<file path="config.mk">
export PLATFORM = sky130hd
export DESIGN_NAME = obstacle_gen_flat
export DESIGN_NICKNAME = d
export VERILOG_FILES = /design/src/rtl/obstacle_gen_if.sv /design/src/rtl/obstacle_gen.sv /design/src/flat_wrapper.sv
export SDC_FILE = /design/constraint.sdc
export NUM_CORES = 1
export LEC_CHECK = 0
export CORE_UTILIZATION = 50
export CTS_CLUSTER_DIAMETER = 100
export CTS_CLUSTER_SIZE = 20
export DETAILED_ROUTE_END_ITERATION = 10
export HOLD_SLACK_MARGIN = 0.12
export PLACE_DENSITY = 0.87
export RECOVER_POWER = 100
export SETUP_SLACK_MARGIN = 0.3
export SYNTH_ARGS = -nofsm -noshare
export SYNTH_HDL_FRONTEND = slang
export SYNTH_SLANG_ARGS = --single-unit
</file>
<file path="constraint.sdc">
create_clock -name clk -period 18.8 [get_ports clk]
set_input_delay 3.76 -clock clk [delete_from_list [all_inputs] [get_ports clk]]
set_output_delay 3.76 -clock clk [all_outputs]
set_load 0.02 [all_outputs]
</file>
<file path="src/rtl/obstacle_gen_if.sv">
// Game-side bus of obstacle_gen: game mode in, per-slot obstacle rectangles and pass count out.
interface obstacle_gen_if #(
    parameter int NUM_OBS = 10
);
    logic [1:0]              gamemode;
    logic [NUM_OBS-1:0][9:0] obstacle_x_left;
    logic [NUM_OBS-1:0][9:0] obstacle_x_right;
    logic [NUM_OBS-1:0][8:0] obstacle_y_up;
    logic [NUM_OBS-1:0][8:0] obstacle_y_down;
    logic [15:0]             obstacles_passed;

    modport master (
        output gamemode,
        input  obstacle_x_left, obstacle_x_right, obstacle_y_up, obstacle_y_down,
        input  obstacles_passed
    );

    modport slave (
        input  gamemode,
        output obstacle_x_left, obstacle_x_right, obstacle_y_up, obstacle_y_down,
        output obstacles_passed
    );
endinterface

</file>
<file path="src/rtl/obstacle_gen.sv">
// Scrolling obstacle generator: fixed pool of slots, LFSR-placed spawns, leftward scroll, retire count.
// Optional macro OBSTACLE_SPEEDUP_EN raises scroll speed with the number of obstacles passed.
module obstacle_gen #(
    parameter int          NUM_OBS        = 10,
    parameter int          SPAWN_X        = 640,
    parameter int          OBS_WIDTH      = 40,
    parameter int          SPAWN_INTERVAL = 90,
    parameter int          BASE_SPEED     = 4,
    parameter int          UPPER_BOUND    = 20,
    parameter int          LOWER_BOUND    = 460,
    parameter logic [15:0] LFSR_SEED      = 16'hACE1
) (
    input logic           clk,
    input logic           rst_n,
    obstacle_gen_if.slave bus
);
    localparam logic [1:0] GM_CLEAR = 2'b00;
    localparam logic [1:0] GM_RUN   = 2'b01;
    localparam int         CNT_W    = $clog2(NUM_OBS + 1);

    logic [NUM_OBS-1:0]       active,  active_nxt;
    logic [NUM_OBS-1:0][9:0]  x_left,  x_left_nxt;
    logic [NUM_OBS-1:0][9:0]  x_right, x_right_nxt;
    logic [NUM_OBS-1:0][8:0]  y_up,    y_up_nxt;
    logic [NUM_OBS-1:0][8:0]  y_down,  y_down_nxt;
    logic [6:0]               spawn_cnt, spawn_cnt_nxt;
    logic [15:0]              lfsr, lfsr_nxt;
    logic [15:0]              passed, passed_nxt;
    logic [3:0]               speed;

`ifdef OBSTACLE_SPEEDUP_EN
    logic [12:0] speed_raw;
    assign speed_raw = 13'(BASE_SPEED) + passed[15:3];
    assign speed     = (speed_raw > 13'd8) ? 4'd8 : speed_raw[3:0];
`else
    assign speed = 4'(BASE_SPEED);
`endif

    // Spawn geometry uses the LFSR value before this edge's advance.
    logic [8:0]  spawn_y_up;
    logic [10:0] spawn_y_down_raw;
    logic [8:0]  spawn_y_down;
    assign spawn_y_up       = 9'(UPPER_BOUND) + {1'b0, lfsr[7:0]};
    assign spawn_y_down_raw = {2'b00, spawn_y_up} + 11'd40 + {4'd0, lfsr[12:8], 2'b00};
    assign spawn_y_down     = (spawn_y_down_raw > 11'(LOWER_BOUND)) ? 9'(LOWER_BOUND)
                                                                    : spawn_y_down_raw[8:0];

    logic               at_interval;
    logic               slot_found;
    logic [NUM_OBS-1:0] spawn_sel;
    logic [CNT_W-1:0]   retire_cnt;
    logic [16:0]        passed_sum;

    assign at_interval = (spawn_cnt == 7'(SPAWN_INTERVAL - 1));

    always_comb begin
        // NOTE: every always_comb output gets a default first so no path can infer a latch.
        active_nxt    = active;
        x_left_nxt    = x_left;
        x_right_nxt   = x_right;
        y_up_nxt      = y_up;
        y_down_nxt    = y_down;
        spawn_cnt_nxt = spawn_cnt;
        lfsr_nxt      = lfsr;
        passed_nxt    = passed;
        spawn_sel     = '0;
        slot_found    = 1'b0;
        retire_cnt    = '0;
        passed_sum    = '0;

        // Free slots come from the registered state, so a slot retiring now is not reusable yet.
        for (int i = 0; i < NUM_OBS; i++) begin
            if (!active[i] && !slot_found) begin
                spawn_sel[i] = 1'b1;
                slot_found   = 1'b1;
            end
        end

        if (bus.gamemode == GM_CLEAR) begin
            active_nxt    = '0;
            x_left_nxt    = '0;
            x_right_nxt   = '0;
            y_up_nxt      = '0;
            y_down_nxt    = '0;
            spawn_cnt_nxt = '0;
            lfsr_nxt      = LFSR_SEED;
            passed_nxt    = '0;
        end else if (bus.gamemode == GM_RUN) begin
            for (int i = 0; i < NUM_OBS; i++) begin
                if (active[i]) begin
                    if (x_right[i] <= 10'(speed)) begin
                        active_nxt[i]  = 1'b0;
                        x_left_nxt[i]  = '0;
                        x_right_nxt[i] = '0;
                        y_up_nxt[i]    = '0;
                        y_down_nxt[i]  = '0;
                        retire_cnt     = retire_cnt + CNT_W'(1);
                    end else begin
                        x_left_nxt[i]  = (x_left[i] > 10'(speed)) ? x_left[i] - 10'(speed) : '0;
                        x_right_nxt[i] = x_right[i] - 10'(speed);
                    end
                end else if (at_interval && spawn_sel[i]) begin
                    active_nxt[i]  = 1'b1;
                    x_left_nxt[i]  = 10'(SPAWN_X);
                    x_right_nxt[i] = 10'(SPAWN_X + OBS_WIDTH);
                    y_up_nxt[i]    = spawn_y_up;
                    y_down_nxt[i]  = spawn_y_down;
                end
            end

            if (at_interval)
                spawn_cnt_nxt = slot_found ? '0 : spawn_cnt;
            else
                spawn_cnt_nxt = spawn_cnt + 7'd1;

            passed_sum = {1'b0, passed} + 17'(retire_cnt);
            passed_nxt = passed_sum[16] ? 16'hFFFF : passed_sum[15:0];
            lfsr_nxt   = {lfsr[14:0], lfsr[15] ^ lfsr[13] ^ lfsr[12] ^ lfsr[10]};
        end
    end

    always_ff @(posedge clk or negedge rst_n) begin
        if (!rst_n) begin
            active    <= '0;
            x_left    <= '0;
            x_right   <= '0;
            y_up      <= '0;
            y_down    <= '0;
            spawn_cnt <= '0;
            lfsr      <= LFSR_SEED;
            passed    <= '0;
        end else begin
            // NOTE: non-blocking assignments keep every flop sampling pre-edge values.
            active    <= active_nxt;
            x_left    <= x_left_nxt;
            x_right   <= x_right_nxt;
            y_up      <= y_up_nxt;
            y_down    <= y_down_nxt;
            spawn_cnt <= spawn_cnt_nxt;
            lfsr      <= lfsr_nxt;
            passed    <= passed_nxt;
        end
    end

    assign bus.obstacle_x_left  = x_left;
    assign bus.obstacle_x_right = x_right;
    assign bus.obstacle_y_up    = y_up;
    assign bus.obstacle_y_down  = y_down;
    assign bus.obstacles_passed = passed;
endmodule
</file>
<file path="src/flat_wrapper.sv">
// flat-port wrapper written by rule: the top's interface ports become plain ports
module obstacle_gen_flat 
#(
    parameter int          NUM_OBS        = 10,
    parameter int          SPAWN_X        = 640,
    parameter int          OBS_WIDTH      = 40,
    parameter int          SPAWN_INTERVAL = 90,
    parameter int          BASE_SPEED     = 4,
    parameter int          UPPER_BOUND    = 20,
    parameter int          LOWER_BOUND    = 460,
    parameter logic [15:0] LFSR_SEED      = 16'hACE1
)
  (clk, rst_n, bus_gamemode, bus_obstacle_x_left, bus_obstacle_x_right, bus_obstacle_y_up, bus_obstacle_y_down, bus_obstacles_passed);
  obstacle_gen_if #(.NUM_OBS(NUM_OBS)) bus_i ();
  input logic clk;
  input logic rst_n;
  input wire logic [$bits(bus_i.gamemode)-1:0] bus_gamemode;
  output wire logic [$bits(bus_i.obstacle_x_left)-1:0] bus_obstacle_x_left;
  output wire logic [$bits(bus_i.obstacle_x_right)-1:0] bus_obstacle_x_right;
  output wire logic [$bits(bus_i.obstacle_y_up)-1:0] bus_obstacle_y_up;
  output wire logic [$bits(bus_i.obstacle_y_down)-1:0] bus_obstacle_y_down;
  output wire logic [$bits(bus_i.obstacles_passed)-1:0] bus_obstacles_passed;
  assign bus_i.gamemode = bus_gamemode;
  assign bus_obstacle_x_left = bus_i.obstacle_x_left;
  assign bus_obstacle_x_right = bus_i.obstacle_x_right;
  assign bus_obstacle_y_up = bus_i.obstacle_y_up;
  assign bus_obstacle_y_down = bus_i.obstacle_y_down;
  assign bus_obstacles_passed = bus_i.obstacles_passed;
  obstacle_gen #(.NUM_OBS(NUM_OBS), .SPAWN_X(SPAWN_X), .OBS_WIDTH(OBS_WIDTH), .SPAWN_INTERVAL(SPAWN_INTERVAL), .BASE_SPEED(BASE_SPEED), .UPPER_BOUND(UPPER_BOUND), .LOWER_BOUND(LOWER_BOUND), .LFSR_SEED(LFSR_SEED)) u_core (.clk(clk), .rst_n(rst_n), .bus(bus_i));
endmodule
</file>
==> metrics.md, run 1 <==
| Metric | Value |
|---|---|
| Pins Over Slew Limit | `a little under 400` |
| Setup_tns | `0 ps` |
| CTS Sinks | `389` |
| Worst Hold End | `u_core.bus.obstacle_y_up[65]$_DFFE_PN0P_` |
| Post-CTS sizing | `0` |
| Yosys warns | `0` |
| Final setup viols | `0` |
| Core ar. | `between 0.03 and 0.04 mm²` |
| Minimum clock period | `11520 ps` |
| Total Nets Final | `2466` |
| Reg-to-Reg Start | `u_core.bus.obstacle_x_right[12]$_DFFE_PN0P_` |
| CTS tree | `built` |
| Crit path DAT | `12080 ps` |
| First-pass GRT wire length | `93900 µm` |
| Leakage | `between 10 and 15 nW` |
| Initial core utilization | `50.7%` |
| Synth unique cells | `80` |
| Failing checks | `capacitance limit, slew limit` |
| Detail-routed via count per cell | `6.10` |
| Clk_skew | `approximately 25 ps` |
| Async SR Flop Fraction | `100%` |
| Hold WC Path Type | `reg2reg` |
| DP Worst Slack | `10860 ps` |
| Synth Flop Type | `dfrtp_1` |
| P&R area growth vs syn | `23.4%` |
| # Post-CTS Setup Buffers | `0` |
| Routed Wire Length | `61500 µm` |
| Status | `finished, violations left` |
| IO Port Bufs | `359` |
| Max Cap Violations | `6` |
| Largest fanout on the critical path | `~120` |
| Final period util | `61.3%` |
| VDD IR-drop max | `61.1 µV` |
| Clock buffer depth | `3` |
| Largest net degree at the start of global routing | `~120` |
| Wire length per cell | `21.0 µm` |
| Clk pin slew, worst setup/hold paths | `90 ps` |
| I/O pins | `400` |
| Worst EP required | `19360 ps` |
| RSZ-0062 raised after global routing | `no` |
| Sequential-to-total area share from yosys stat | `49.8%` |
| Antenna Cells | `0` |
| Placer congestion estimate | `0.911` |
| Pwr Density | `between 90 and 100 mW/mm²` |
| Hold Vio Cnt, Final | `0` |
| Avg Inst Size Synth | `9.45 µm²` |
| Synth Register Bits | `389` |
| CP endpoint kind | `asynchronous set/reset pin` |
| CTS buffer count | `23` |
| Commonest non-fill, non-tap cells in the layout | `dfrtp_1 (381), dlygate4sd3_1 (356), o21ai_0 (283), nand2_1 (273), nor2_1 (166)` |
| Hold Path Origin | `u_core.bus.obstacle_y_up[65]$_DFFE_PN0P_` |
| TritonRoute pass-1 iters | `7` |
| Antenna Violating Nets Remaining | `0` |
| # hold bufs at CTS | `0` |
| Worst-Margin Slew | `6550 ps` |
| Fmax | `between 0.08 and 0.09 GHz` |
| R2R cell count | `36` |
| Flop2flop setup slack | `10430 ps` |
| H-tree Lvls | `1` |
| Mapped cell area | `~0.02 mm²` |
| GR Util All Layers | `30.1%` |
| Vias | `roughly 18000` |
| Max_slew headroom | `-336%` |
| Synth Instances | `2072` |
| Vias in the first global route | `17000` |
| Worst hold stages | `2` |
| Die area | `0.0400 mm²` |
| # rows | `between 70 and 80` |
| Most common cell after layout, fill and taps aside | `dfrtp_1` |
| DPL Wire Length | `44700 µm` |
| Overflow after GRT | `0` |
| Drt initial violations | `1276` |
| Post-synth EDFFs | `0` |
| # DRC | `0` |
| Clk Tree Root Cell | `clkbuf_16` |
| Ratio of cells with drive above 1 in the final layout | `between 3 and 4%` |
| Reg2Reg Capture Point | `u_core.bus.obstacles_passed[4]$_DFFE_PN0P_` |
| Width of the die | `200 µm` |
| Post-route worst setup slack | `7280 ps` |
| Worst-skew pair later-pin latency | `approximately 560 ps` |
| Die Span Y | `200 µm` |
| CP Launch Type | `primary input` |
| Crit path kind | `in2async` |
| Initial antenna violation count | `0` |
==> through the flow <==
step / total power (W) / hold slack [ps] / std cells / instance area [µm²] / util, %
detailed placement: 0.00187 / 470 / 2892 / 23600 / 60.9
global route: 0.00246 / 500 / 2933 / 24200 / 62.5
finish: 0.00235 / 482 / 2933 / 24200 / 62.5
CTS: 0.00240 / 489 / 2933 / 24200 / 62.7
floorplan: 0.00149 / 451 / 2111 / 19700 / -
global placement: 0.00184 / 459 / 2892 / 23600 / 60.9
==> cells in the mapped netlist (12+ instances only) <==
master	n	area share (%)
xor2_1	14	0.63
clkbuf_1	76	1.5
a31oi_1	16	0.51
o31ai_1	27	1.0
a22o_1	118	5.3
nand3_1	44	1.1
buf_4	42	1.6
or3_1	27	0.86
o21ai_0	283	7.2
o22a_1	14	0.63
a21oi_1	84	2.1
xnor2_1	39	1.7
nor3_1	88	2.2
o211ai_1	12	0.46
a21o_1	19	0.73
nand4_1	15	0.48
nor4_1	13	0.42
nand2_1	273	5.2
dfrtp_1	381	49
ha_1	61	3.9
nor2_1	166	3.2
nand2b_1	25	0.80
inv_1	71	1.4
==> layer usage <==
metal  vias up  wire length (µm)  global-route usage, %
li1       8043                 -                      -
met1      8751             24100                   38.0
met2       938             28800                   50.0
met3       162              5730                   6.54
met4         0              2850                   13.1
met5         -                 0                      0
==> critical path, cell delays in order <==
cell and delay [ps]:
clkbuf_1 4490, clkbuf_1 2680, buf_4 1010
==> power by group <==
group	switching, W	internal (W)
registers	0.000113	0.000952
clock network	0.000286	0.000247
logic	0.000467	0.000285
==> state kept, by name, indices dropped and copies added, names as in the netlist <==
| name | count |
|---|---|
| u_core.spawn_cnt | 7 |
| u_core.bus.obstacle_x_right | 80 |
| u_core.bus.obstacle_x_left | 80 |
| u_core.bus.obstacles_passed | 16 |
| u_core.active | 10 |
| u_core.bus.obstacle_y_up | 90 |
| u_core.bus.obstacle_y_down | 90 |
| u_core.lfsr | 16 |
==> cell families (layout without fill, tap and decap cells) <==
group                      after synthesis  count (layout)  share of synthesized area, %
AOI/OAI and AO/OA                      649             649                          21.4
xor gates and xnor gates                60              60                          3.12
adders and majority gates               63              63                          4.10
buffers and inverters                  195             499                          4.55
DFF                                    389             389                          49.8
muxes                                    7               7                         0.390
other                                    1              40                        0.0192
and+or+nand+nor                        708             708                          16.7
==> worst max path at each step <==
stage                                                      from                                     endpoint  slack, ps  cells after the start
finish                                                    rst_n     u_core.bus.obstacle_y_up[15]$_DFFE_PN0P_       7280                      3
detailed placement   u_core.bus.obstacle_x_right[6]$_DFFE_PN0P_   u_core.bus.obstacles_passed[4]$_DFFE_PN0P_      10860                     35
global placement     u_core.bus.obstacle_x_right[6]$_DFFE_PN0P_   u_core.bus.obstacles_passed[4]$_DFFE_PN0P_      11220                     35
floorplan           u_core.bus.obstacle_x_right[12]$_DFFE_PN0P_  u_core.bus.obstacles_passed[13]$_DFFE_PN0P_      11750                     38
global route                                              rst_n   u_core.bus.obstacle_y_down[32]$_DFFE_PN0P_       5540                      3
CTS                                u_core.active[1]$_DFFE_PN0P_   u_core.bus.obstacles_passed[4]$_DFFE_PN0P_      10830                     34
==> area by class of cell <==
type,count,area (µm²)
Sequential cell,389,9740
Tap cell,518,648
Clock inverter,2,38.8
Fill cell,3101,14500
Multi-Input combinational cell,1527,9090
Inverter,73,274
Timing Repair Buffer,385,3730
Clock buffer,39,636
Power figures use the tool's default switching activity.
==> run 2: changes to the inputs <==
--- a/config.mk
+++ b/config.mk
@@ -5,12 +5,12 @@
 export SDC_FILE = /design/constraint.sdc
 export NUM_CORES = 1
 export LEC_CHECK = 0
-export CORE_UTILIZATION = 50
+export CORE_UTILIZATION = 47
 export CTS_CLUSTER_DIAMETER = 100
 export CTS_CLUSTER_SIZE = 20
 export DETAILED_ROUTE_END_ITERATION = 10
 export HOLD_SLACK_MARGIN = 0.12
-export PLACE_DENSITY = 0.87
+export PLACE_DENSITY = 0.86
 export RECOVER_POWER = 100
 export SETUP_SLACK_MARGIN = 0.3
 export SYNTH_ARGS = -nofsm -noshare
==> constraint.sdc (replaced) <==
create_clock -name clk -period 9.4 [get_ports clk]
set_input_delay 1.88 -clock clk [delete_from_list [all_inputs] [get_ports clk]]
set_output_delay 1.88 -clock clk [all_outputs]
set_load 0.02 [all_outputs]
==> metrics.md, run 2 (same netlist as run 1, synthesis figures left out) <==
| Metric | Value |
|---|---|
| Clk_skew | `20.0 ps (was 24.7 ps)` |
| Detail-routed via count per cell | `6.05 (was 6.10)` |
| P&R area growth vs syn | `23.4% (about the same)` |
| Placer congestion estimate | `0.921 (was 0.911)` |
| Largest stage delay on the critical path | `510 ps (was 4490 ps)` |
| Wire length per cell | `20.8 µm (was 21.0 µm)` |
| Vias | `17800 (was 17900)` |
| Clk Tree Root Cell | `clkbuf_16 (unchanged)` |
| H-tree Lvls | `1 (unchanged)` |
| Worst-skew pair later-pin latency | `560 ps (about the same)` |
| Commonest non-fill, non-tap cells in the layout | `dfrtp_1 (381), dlygate4sd3_1 (356), o21ai_0 (283), nand2_1 (273), nor2_1 (166) (unchanged)` |
| Routed Wire Length | `61500 µm (about the same)` |
| # hold bufs at CTS | `0 (unchanged)` |
| Area of the multi-input gates | `0.00908 mm² (was 0.00909 mm²)` |
| CP Launch Type | `flop (was primary input)` |
| Fmax | `0.122 GHz` |
| Cell Int Power | `0.00294 W (was 0.00148 W)` |
| Most common cell after layout, fill and taps aside | `dfrtp_1 (unchanged)` |
| Initial core utilization | `47.8% (was 50.7%)` |
| Clk pin slew, worst setup/hold paths | `90 ps (about the same)` |
| CTS tree | `built (unchanged)` |
| First-pass GRT wire length | `93700 µm (was 93900 µm)` |
| Antenna Violating Nets Remaining | `0 (unchanged)` |
| Initial antenna violation count | `0 (unchanged)` |
| I/O pins | `400 (unchanged)` |
| Max Cap Violations | `8 (was 6)` |
| CTS buffer count | `23 (unchanged)` |
| Core ar. | `0.0409 mm² (was 0.0386 mm²)` |
| CTS Sinks | `389 (unchanged)` |
| Drt initial violations | `1730 (was 1276)` |
| # Post-CTS Setup Buffers | `0 (unchanged)` |
| Final non-filler cell total | `2950 (was 2933)` |
| Pins Over Slew Limit | `512 (was 389)` |
| Die area | `0.0425 mm² (was 0.0400 mm²)` |
| RSZ-0062 raised after global routing | `no (unchanged)` |
| VDD IR-drop max | `127 µV (was 61.1 µV)` |
| Antenna Cells | `0 (unchanged)` |
| Combinational power share | `32.5% (was 32.0%)` |
| NetSw | `0.00174 W (was 0.000866 W)` |
| Die Span Y | `206 µm (was 200 µm)` |
| Placed cells | `2909 (was 2892)` |
| # rows | `74 (was 72)` |
| Post-CTS sizing | `0 (unchanged)` |
| Reg power frac | `45.4% (was 45.3%)` |
| Overflow after GRT | `0 (unchanged)` |
| Vias in the first global route | `16800 (was 17000)` |
| GR Util All Layers | `28.2% (was 30.1%)` |
| Hold Vio Cnt, Final | `0 (unchanged)` |
| Layout fillers | `3423 (was 3101)` |
| Minimum clock period | `8220 ps` |
| Worst-Margin Slew | `4300 ps (was 6550 ps)` |
| DPL Wire Length | `44700 µm (about the same)` |
| Crit path DAT | `8700 ps (was 12080 ps)` |
| Final period util | `87.5%` |
| Leakage | `11.4 nW (was 11.5 nW)` |
| Pwr Density | `194 mW/mm² (was 97.2 mW/mm²)` |
| Status | `finished, violations left (unchanged)` |
| Width of the die | `206 µm (was 200 µm)` |
| Largest fanout on the critical path | `9 (was 121)` |
| Largest net degree at the start of global routing | `141 (was 122)` |
| Failing checks | `capacitance limit, slew limit (unchanged)` |
| Clock buffer depth | `3 (unchanged)` |
| Ratio of cells with drive above 1 in the final layout | `3.14% (was 3.27%)` |
| Hold WC Path Type | `reg2reg (unchanged)` |
| Worst EP required | `9880 ps (was 19360 ps)` |
| IO Port Bufs | `359 (unchanged)` |
| # DRC | `0 (unchanged)` |
| Setup_tns | `0 ps (unchanged)` |
| Final setup viols | `0 (unchanged)` |
| Clk pwr share | `22.1% (was 22.7%)` |
| Total Nets Final | `2469 (was 2466)` |
| Register area | `0.00974 mm² (unchanged)` |
| TritonRoute pass-1 iters | `6 (was 7)` |
| CP endpoint kind | `flop (was asynchronous set/reset pin)` |
| Switching share of power | `37.1% (was 36.9%)` |
| Slowest-stage cell, CP | `a2111oi_0 (was clkbuf_1)` |
| Max_slew headroom | `-187% (was -336%)` |
| Crit path kind | `reg2reg (was in2async)` |
## run 2: cell count changes in the layout (fill, tap and decap cells not counted), moves of 2 or more
cell,change
clkbuf_1,+6
and2_1,+2
or2_0,-2
and2_0,-2
nor3_1,+2
clkbuf_2,+2
or2_2,+2
buf_4,-4
nor3_2,-2
## run 2: per-stage QoR
stage	utilization (%)	power, W	area [µm²]	setup WS [ps]	hold slack [ps]
after CTS	59.3	0.00479	24200	1450	488
final	59.0	0.00468	24200	1180	483
after global placement	57.7	0.00369	23600	1880	460
after global routing	59.0	0.00491	24200	347	505
after detailed placement	57.7	0.00375	23600	1500	470
after floorplan	-	0.00298	19700	2350	451
## run 2: per-layer routing
layer,up-vias,routed length (µm),GRT usage (%)
met5,-,0,0
met4,0,2390,11.0
met3,146,4760,4.34
met2,860,29100,46.4
met1,8786,25200,37.4
li1,8049,-,-
## run 2: cell type report
type	count	area share (%)
inverter	73	1.13
tap	532	2.76
multi-input combinational	1527	37.6
clock buffer	40	2.65
sequential	389	40.3
clock inverter	1	0.0466
timing repair buffer	388	15.5
## run 2: path summary, 6_finish.rpt
kind	end	slack (ps)	cells past startpoint	startpoint
hold reg to reg	u_core.bus.obstacle_y_up[11]$_DFFE_PN0P_	480	2	u_core.bus.obstacle_y_up[11]$_DFFE_PN0P_
min in group asynchronous	u_core.bus.obstacle_y_down[80]$_DFFE_PN0P_	2830	1	rst_n
hold / removal	u_core.bus.obstacle_y_up[11]$_DFFE_PN0P_	480	2	u_core.bus.obstacle_y_up[11]$_DFFE_PN0P_
setup reg to reg	u_core.bus.obstacles_passed[6]$_DFFE_PN0P_	1180	37	u_core.bus.obstacle_x_right[6]$_DFFE_PN0P_
max in group asynchronous	u_core.bus.obstacle_y_down[31]$_DFFE_PN0P_	1630	2	rst_n
setup / recovery	u_core.bus.obstacles_passed[6]$_DFFE_PN0P_	1180	37	u_core.bus.obstacle_x_right[6]$_DFFE_PN0P_
## run 2: critical path: cells and delay by family, from the launching register on
| kind | cells | cell delay, ps |
|---|---|---|
| muxes | 1 | 110 |
| DFF | 1 | 450 |
| adders and majority gates | 6 | 1920 |
| xor gates and xnor gates | 2 | 650 |
| AOI/OAI and AO/OA | 10 | 2090 |
| and+or+nand+nor | 15 | 2700 |
| buffers and inverters | 3 | 240 |
## run 2: power groups by stage
stage | combinational, W | clock [W] | sequential [W]
floorplan | 0.000606 | 0 | 0.00237
global placement | 0.00155 | 0 | 0.00215
detailed placement | 0.00159 | 0 | 0.00216
CTS | 0.00160 | 0.00106 | 0.00213
global route | 0.00163 | 0.00112 | 0.00216
finish | 0.00152 | 0.00104 | 0.00213
